File: config.mk
export PLATFORM = sky130hd
export DESIGN_NAME = imm_ext_stage
export DESIGN_NICKNAME = d
export VERILOG_FILES = /design/src/rtl/imm_ext_stage.sv
export SDC_FILE = /design/constraint.sdc
export NUM_CORES = 1
export LEC_CHECK = 0
export CAP_MARGIN = 5
export CORE_ASPECT_RATIO = 1.25
export CORE_MARGIN = 4
export CORE_UTILIZATION = 45
export CTS_CLUSTER_DIAMETER = 50
export DETAILED_ROUTE_END_ITERATION = 8
export HOLD_SLACK_MARGIN = 0.05
export PLACE_DENSITY = 0.87
export SLEW_MARGIN = 20
export SYNTH_ARGS = -nofsm -noshare
export SYNTH_HDL_FRONTEND = slang
export SYNTH_SLANG_ARGS = --single-unit
File: constraint.sdc
create_clock -name clk -period 2.31 [get_ports clk]
set_clock_uncertainty 0.05 [all_clocks]
set_input_delay 0.3465 -clock clk [delete_from_list [all_inputs] [get_ports clk]]
set_output_delay 0.3465 -clock clk [all_outputs]
set_load 0.02 [all_outputs]
File: src/rtl/imm_ext_stage.sv
// imm_ext_stage
// Registered immediate-extension stage between decode and the ID/EX register.
// The raw immediate is extended before storage, so the main and skid registers
// both hold final out_data/out_err values. A two-entry skid buffer with a
// registered in_ready absorbs downstream stalls without a combinational
// ready path back into decode.
//
// Optional feature macro: IMM_EXT_BRANCH_ADD_EN
//   defined   : mode 4 (BRANCH) resolves in_pc + 4 + (sext(in_imm) << 2)
//   undefined : no adder is built, in_pc is ignored, mode 4 behaves as SHIFT2
//
// DATA_W must be at least IMM_W + 2.

module imm_ext_stage #(
    parameter int DATA_W = 32,
    parameter int IMM_W  = 16
) (
    input  logic              clk,
    input  logic              rst_n,
    input  logic              flush,
    input  logic              in_valid,
    output logic              in_ready,
    input  logic [IMM_W-1:0]  in_imm,
    input  logic [2:0]        in_mode,
    input  logic [DATA_W-1:0] in_pc,
    output logic              out_valid,
    input  logic              out_ready,
    output logic [DATA_W-1:0] out_data,
    output logic              out_err
);

    localparam int FILL_W = DATA_W - IMM_W;

    localparam logic [2:0] MODE_ZERO    = 3'd0;
    localparam logic [2:0] MODE_SIGNED  = 3'd1;
    localparam logic [2:0] MODE_HIGHPOS = 3'd2;
    localparam logic [2:0] MODE_SHIFT2  = 3'd3;
    localparam logic [2:0] MODE_BRANCH  = 3'd4;
    localparam logic [2:0] MODE_ONES    = 3'd5;

    typedef enum logic [1:0] {
        ST_EMPTY = 2'd0,   // main register invalid
        ST_ONE   = 2'd1,   // main valid, skid empty
        ST_FULL  = 2'd2    // main and skid both valid
    } state_t;

    state_t              r_state;
    state_t              w_state_next;
    logic                r_in_ready;
    logic [DATA_W-1:0]   r_main_data;
    logic                r_main_err;
    logic [DATA_W-1:0]   r_skid_data;
    logic                r_skid_err;

    logic                w_take_in;
    logic                w_drain;
    logic                w_load_main_new;
    logic                w_load_main_skid;
    logic                w_load_skid;

    logic [DATA_W-1:0]   w_zext;
    logic [DATA_W-1:0]   w_sext;
    logic [DATA_W-1:0]   w_high;
    logic [DATA_W-1:0]   w_shift2;
    logic [DATA_W-1:0]   w_ones;
    logic [DATA_W-1:0]   w_branch;
    logic [DATA_W-1:0]   w_ext_data;
    logic                w_ext_err;

    // ------------------------------------------------------------------
    // Extension datapath (purely combinational, ahead of the registers)
    // ------------------------------------------------------------------
    assign w_zext   = {{FILL_W{1'b0}}, in_imm};
    assign w_sext   = {{FILL_W{in_imm[IMM_W-1]}}, in_imm};
    assign w_high   = {in_imm, {FILL_W{1'b0}}};
    assign w_shift2 = w_sext << 2;       // bits leaving the MSB end are dropped
    assign w_ones   = {{FILL_W{1'b1}}, in_imm};

`ifdef IMM_EXT_BRANCH_ADD_EN
    // Branch target: PC of the branch plus 4 plus the word offset, mod 2^DATA_W
    assign w_branch = in_pc + DATA_W'(4) + w_shift2;
`else
    // No branch adder: mode 4 aliases SHIFT2 and the PC input is ignored
    assign w_branch = w_shift2;
    logic  w_unused_pc;
    assign w_unused_pc = ^in_pc;
`endif

    // Select the extended operand; reserved modes give zero data and flag err
    always_comb begin
        w_ext_data = '0;
        w_ext_err  = 1'b0;
        case (in_mode)
            MODE_ZERO:    w_ext_data = w_zext;
            MODE_SIGNED:  w_ext_data = w_sext;
            MODE_HIGHPOS: w_ext_data = w_high;
            MODE_SHIFT2:  w_ext_data = w_shift2;
            MODE_BRANCH:  w_ext_data = w_branch;
            MODE_ONES:    w_ext_data = w_ones;
            default:      w_ext_err  = 1'b1;
        endcase
    end

    // ------------------------------------------------------------------
    // Handshake and skid-buffer control
    // ------------------------------------------------------------------
    assign w_take_in = in_valid && r_in_ready && !flush;
    assign w_drain   = (r_state != ST_EMPTY) && out_ready;

    // Next state and register-load selects for the two-entry buffer
    always_comb begin
        w_state_next     = r_state;
        w_load_main_new  = 1'b0;
        w_load_main_skid = 1'b0;
        w_load_skid      = 1'b0;
        case (r_state)
            ST_EMPTY: begin
                if (w_take_in) begin
                    w_state_next    = ST_ONE;
                    w_load_main_new = 1'b1;
                end
            end
            ST_ONE: begin
                if (w_take_in && !w_drain) begin
                    w_state_next = ST_FULL;
                    w_load_skid  = 1'b1;
                end else if (w_take_in && w_drain) begin
                    w_state_next    = ST_ONE;
                    w_load_main_new = 1'b1;
                end else if (w_drain) begin
                    w_state_next = ST_EMPTY;
                end
            end
            ST_FULL: begin
                // in_ready is low here, so only a drain can move the state
                if (w_drain) begin
                    w_state_next     = ST_ONE;
                    w_load_main_skid = 1'b1;
                end
            end
            default: begin
                w_state_next = ST_EMPTY;
            end
        endcase
    end

    // State, ready and data registers; flush and reset produce the same result
    always_ff @(posedge clk) begin
        if (!rst_n || flush) begin
            r_state     <= ST_EMPTY;
            r_in_ready  <= 1'b1;
            r_main_data <= '0;
            r_main_err  <= 1'b0;
            r_skid_data <= '0;
            r_skid_err  <= 1'b0;
        end else begin
            r_state    <= w_state_next;
            r_in_ready <= (w_state_next != ST_FULL);
            if (w_load_main_new) begin
                r_main_data <= w_ext_data;
                r_main_err  <= w_ext_err;
            end else if (w_load_main_skid) begin
                r_main_data <= r_skid_data;
                r_main_err  <= r_skid_err;
            end
            if (w_load_skid) begin
                r_skid_data <= w_ext_data;
                r_skid_err  <= w_ext_err;
            end
        end
    end

    // Outputs come straight from registers; data holds while stalled
    assign in_ready  = r_in_ready;
    assign out_valid = (r_state != ST_EMPTY);
    assign out_data  = r_main_data;
    assign out_err   = r_main_err;

endmodule

==> results of run 1 <==
## power breakdown
part	switching, uW	total (uW)	internal, uW
combinational	182	324	141
sequential	9.14	1210	1200
clock	445	1110	664
total	636	2650	2010
## per-layer routing
metal	part of all wire, %	global-route usage (%)	up-vias	wire length (um)
met3	5.3	4.45	15	457
met5	0	0	-	0
met4	1.8	7.67	0	157
met1	43	27.4	1443	3690
met2	50	34.4	114	4280
li1	-	-	1413	-
## per-stage QoR
step / setup slack (ns) / utilization (%) / hold WS (ns) / power, uW / area, sq um
2_1_floorplan: 0.568 / - / 0.380 / 1420 / 3140
3_3_place_gp: 0.0809 / 57.4 / 0.391 / 1550 / 3840
3_5_place_dp: 0.0163 / 57.4 / 0.398 / 1560 / 3840
4_1_cts: 0.229 / 60.7 / 0.409 / 2650 / 4060
5_1_grt: 0.152 / 60.7 / 0.440 / 2720 / 4060
6_report: 0.244 / 60.7 / 0.412 / 2650 / 4060
## final timing paths
kind	cells past startpoint	end	start
max	2	out_valid	r_state[1]$_SDFF_PP0_
min	2	r_skid_data[1]$_SDFFE_PP0P_	r_skid_data[1]$_SDFFE_PP0P_
max reg2reg	4	out_data[22]$_SDFFE_PP0P_	r_state[1]$_SDFF_PP0_
min reg2reg	2	r_skid_data[1]$_SDFFE_PP0P_	r_skid_data[1]$_SDFFE_PP0P_
## flip-flops by register name, summed over array words and instances, names as in the netlist
signal	flops
r_skid_data	32
in_ready	1
r_skid_err	1
r_state	2
out_err	1
out_data	32
## kinds of logic (layout without fill, tap and decap cells)
logic type	after synthesis	after routing
AOI/OAI and AO/OA	163	163
muxes	32	32
buffers and inverters	40	93
DFF	69	69
and+or+nand+nor	36	36
## final cells by class
class                           count  area share (%)
Clock buffer                       12            3.82
Clock inverter                      4            1.72
Inverter                            2           0.185
Tap cell                           87            2.68
Multi-Input combinational cell    231            39.2
Timing Repair Buffer               75            18.4
Sequential cell                    69            34.0
## cells in the final DEF (no fill, tap or decap), types with 11 or more instances in the layout
cell	n
nand2_1	12
a311oi_1	14
o21ai_0	31
buf_4	14
clkbuf_8	11
mux2i_1	31
o21a_1	16
dfxtp_1	69
a32oi_1	15
a22oi_1	14
a21oi_1	38
clkdlybuf4s50_1	58
o22ai_1	30
## cells in the mapped netlist, drive strengths merged
master,n
dfxtp,69
a21oi,38
mux2i,31
o21ai,31
o22ai,30
clkbuf,24
o21a,16
a32oi,15
a22oi,14
a311oi,14
buf,14
nand2,12
nand3,4
nor2,4
nor2b,4
nor3b,3
inv,2
nand2b,2
a21boi,1
a221o,1
and3b,1
mux2,1
nand3b,1
nor4,1
nor4b,1
o221ai,1
o22a,1
o31ai,1
or2,1
or4,1
or4b,1
## worst max-delay path, stage by stage (launching register included)
cell,delay (ns)
dfxtp_1,0.55
or2_2,0.18
clkdlybuf4s50_1,0.59
==> run_results.csv, run 1 <==
group,metric,value,unit
route,detail-route-antenna-nets,0,
worst_setup_path,cp-start-kind,"register",
route,drc_errors,0,
yosys,synth_compound_area_share,33.6,%
global_routing,grtUsageTotal,21.1,%
global_routing,grt_pass1_vias,2716,
cts,cts_buffers,9,
yosys,avgSynthCellArea,9.24,sq um
placed_design,dp_cells,464,
floorplanning,dieArea,8390,sq um
floorplanning,io_pins,91,
yosys,synthTopCellsByArea,"dfxtp_1 (44%), mux2i_1 (9.9%), a21oi_1 (6.1%)",
pwr,vdd_ir_drop_max,0.378,mV
layout,antenna_cells_inserted,0,
layout,syn2layout_area_growth,29.3,%
cts,cts_root_buffer,"clkbuf_8",
floorplanning,dieWidth,82.7,um
sta,final.setup.tns,0,ns
global_routing,overflow,0,
yosys,yosysTopAreaCell,"dfxtp_1",
floorplanning,die_h,101,um
floorplanning,start_util,47.0,%
sta,hold_violations,0,
cts,postCtsSetupRepairBufs,0,
global_routing,grt_max_degree,62,
floorplanning,core,6690,sq um
yosys,ys_seq_area_share,44.0,%
worst_setup_path,path_class,"register to primary output",
layout,multi_input_area,1590,sq um
route,drt_first_pass_iters,5,
route,wirelength,8590,um
cts,cts_resized,0,
sta,final_max_slew_viol_count,0,
yosys,synth-simple-area-share,6.93,%
global_routing,grt_antenna_before_repair,0,
yosys,syn_inst,340,
sta,final-setup-viol-count,0,
placed_design,io_buffer_count,58,
yosys,synth.cell_area,3140,sq um
yosys,synthXorXnorAreaFrac,0,%
cts,cts_tree,"built",
yosys,synth.area.mux_share,10.2,%
yosys,synth_nets,396,
sta,relSlewSlack,38.1,%
route,wl_per_cell,17.9,um
yosys,synth-seq-cells,69,
worst_setup_path,r2r_setup_slack,0.59,ns
route,viasPerCell,6.22,
worst_setup_path,critPathMaxFanout,12,
cts,clkTransAtPathRegs,0.07,ns
yosys,synth_warnings,0,
sta,post-route-period-util,89.4,%
sta,clock.fmax,484,MHz
sta,rsz0062_at_grt,"no",
sta,fin_crit,2.07,ns
floorplanning,row_count,33,
pwr,power.density,651,nW/um^2
cts,clockBufferDepth,2,
placed_design,post-dp-hpwl,5590,um
job,maxCapViolations,0,
yosys,synth_top_family_by_area,"compound AO/OA/AOI/OAI gates",
route,initialDrtViolationCount,381,
worst_setup_path,arrival,1.67,ns
placed_design,routabilityCongestion,0.964,
yosys,yosysTopAreaCellShare,44.0,%
layout,drive_gt1_share,9.16,%
worst_setup_path,cp_data_required_time,1.91,ns
yosys,synthAdderAreaFrac,0,%
worst_setup_path,end_kind,"primary output",
layout,final-instance-count-excl-fill,480,
cts,cts_num_sinks,69,
worst_hold_path,hold_path_class,"register to register",
layout,nets,444,
yosys,yosysUniqueCellTypes,33,
outcome,outcome,"complete, no violations",
route,vias,2985,
layout,seqCellArea,1380,sq um
cts,insertion_delay,0.35,ns
sta,worst_pin_slew,0.926,ns
pwr,p_leak,0.00136,uW
cts,htreeDepth,3,
layout,fillers,571,
global_routing,grt_pass1_wl,13700,um
cts,cts_hold_buffers,0,
Note: power is estimated with default switching activity, not from simulation.
==> inputs of run 2 (changes only) <==
CTS_BUF_LIST = sky130_fd_sc_hd__clkbuf_16   (was not set)
==> run 2 against run 1 <==
Die area unchanged. Power up 11%. Wire length decreased by 0.28%. Global-route usage down 0.054 points. Critical path depth is the same. Register-to-register slack improved by 0.02 ns. Cell count unchanged. Final area is 2.0% higher. Count of clock-buffer cells in the layout down 3. Utilization grew 1.2 points. Hold slack lost 0.0019 ns. Setup slack improved by 0.020 ns.
==> run_results.csv, run 2 (synthesis gave the netlist of run 1 again) <==
group,metric,value,unit
cts,postCtsSetupRepairBufs,0,
outcome,outcome,"complete, no violations",
worst_setup_path,crit_slowest_cell,"clkdlybuf4s50_1",
worst_setup_path,cp-start-kind,"register",
floorplanning,dieArea,8390,sq um
global_routing,overflow,0,
floorplanning,die_h,101,um
layout,nets,444,
global_routing,grtUsageTotal,21.1,%
layout,post-route-util,62.0,%
route,initialDrtViolationCount,311,
pwr,vdd_ir_drop_max,0.541,mV
route,viasPerCell,6.27,
layout,syn2layout_area_growth,31.9,%
sta,worst_pin_slew,0.890,ns
sta,final-setup-viol-count,0,
cts,cts_buffers,9,
pwr,p_leak,0.00140,uW
worst_setup_path,cp_data_required_time,1.91,ns
worst_setup_path,path_class,"register to primary output",
worst_setup_path,slowest_delay,0.59,ns
route,wirelength,8560,um
pwr,combPwrFrac,11.0,%
layout,drive_gt1_share,8.65,%
placed_design,routabilityCongestion,0.964,
worst_hold_path,hold_path_class,"register to register",
sta,rsz0062_at_grt,"no",
global_routing,grt_pass1_wl,13600,um
global_routing,grt_antenna_before_repair,0,
cts,clockBufferDepth,2,
worst_setup_path,critPathMaxFanout,12,
placed_design,io_buffer_count,58,
pwr,seqPwrFrac,41.2,%
sta,post-route-period-util,88.6,%
route,detail-route-antenna-nets,0,
pwr,power.total,2950,uW
layout,antenna_cells_inserted,0,
layout,final-instance-count-excl-fill,480,
cts,cts_num_sinks,69,
pwr,swShare,22.8,%
cts,cts_hold_buffers,0,
worst_setup_path,end_kind,"primary output",
floorplanning,io_pins,91,
sta,final.setup.tns,0,ns
route,wl_per_cell,17.8,um
route,drt_first_pass_iters,5,
route,drc_errors,0,
floorplanning,row_count,33,
sta,relSlewSlack,40.6,%
cts,cts_tree,"built",
cts,htreeDepth,3,
floorplanning,start_util,47.0,%
global_routing,grt_max_degree,62,
pwr,power.density,711,nW/um^2
worst_setup_path,path_cells,"or2_2 > clkdlybuf4s50_1",
worst_setup_path,arrival,1.65,ns
route,vias,3009,
pwr,p_clk_share,47.7,%
floorplanning,core,6690,sq um
layout,fillers,550,
sta,clock.fmax,489,MHz
placed_design,post-dp-hpwl,5590,um
pwr,p_switching,671,uW
global_routing,grt_pass1_vias,2743,
layout,final_cell_mix,"dfxtp_1 (69), clkdlybuf4s50_1 (58), a21oi_1 (38)",
placed_design,dp_cells,464,
cts,insertion_delay,0.32,ns
cts,clkTransAtPathRegs,0.05,ns
sta,final_max_slew_viol_count,0,
job,maxCapViolations,0,
layout,layout_commonest_cell,"dfxtp_1",
cts,cts_root_buffer,"clkbuf_16",
sta,fin_crit,2.05,ns
sta,hold_violations,0,
floorplanning,dieWidth,82.7,um
cts,cts_resized,0,
pwr,intPower,2280,uW
==> run 2: changes by cell type in the layout (fill, tap and decap cells not counted) <==
cell,delta
clkbuf_16,+9
clkbuf_1,-1
inv_1,+1
clkinv_1,+2
clkbuf_8,-11
==> run 2: cell type report <==
| type | instances | area [sq um] | area share, % |
|---|---|---|---|
| Multi-Input combinational cell | 231 | 1590 | 38.5 |
| Sequential cell | 69 | 1380 | 33.3 |
| Timing Repair Buffer | 75 | 746 | 18.0 |
| Clock buffer | 9 | 225 | 5.43 |
| Tap cell | 87 | 109 | 2.63 |
| Clock inverter | 7 | 81.3 | 1.96 |
| Inverter | 2 | 7.51 | 0.181 |
==> run 2: final timing paths <==
check / start / endpoint / slack [ns] / cells after the start
setup / recovery: r_state[1]$_SDFF_PP0_ / out_valid / 0.26 / 2
hold / removal: r_skid_data[1]$_SDFFE_PP0P_ / r_skid_data[1]$_SDFFE_PP0P_ / 0.41 / 2
setup reg to reg: r_state[1]$_SDFF_PP0_ / out_data[31]$_SDFFE_PP0P_ / 0.61 / 4
hold reg to reg: r_skid_data[1]$_SDFFE_PP0P_ / r_skid_data[1]$_SDFFE_PP0P_ / 0.41 / 2
==> run 2: stage by stage <==
stage / hold WS [ns] / setup WS [ns] / cell area, sq um
finish: 0.410 / 0.264 / 4140
global route: 0.437 / 0.134 / 4140
CTS: 0.407 / 0.257 / 4140
detailed placement: 0.398 / 0.0163 / 3840
global placement: 0.391 / 0.0809 / 3840
floorplan: 0.380 / 0.568 / 3140
==> run 2: layer usage <==
metal	global-route usage (%)	vias to the layer above	routed length (um)
li1	-	1422	-
met1	27.4	1450	3670
met2	34.6	126	4270
met3	3.02	11	486
met4	8.81	0	138
met5	0	-	0
==> run 2: critical path, delay by kind of cell, from the launching register on <==
| kind | cells | cell delay (ns) |
|---|---|---|
| AND/OR/NAND/NOR | 1 | 0.18 |
| buffers and inverters | 1 | 0.59 |
| flip-flops | 1 | 0.55 |
==> run 2: power by group through the flow <==
| stage | combinational, uW | sequential (uW) | clock [uW] |
|---|---|---|---|
| 2_1_floorplan | 166 | 1250 | 0 |
| 3_3_place_gp | 309 | 1240 | 0 |
| 3_5_place_dp | 316 | 1240 | 0 |
| 4_1_cts | 320 | 1220 | 1420 |
| 5_1_grt | 349 | 1220 | 1460 |
| 6_report | 325 | 1220 | 1410 |
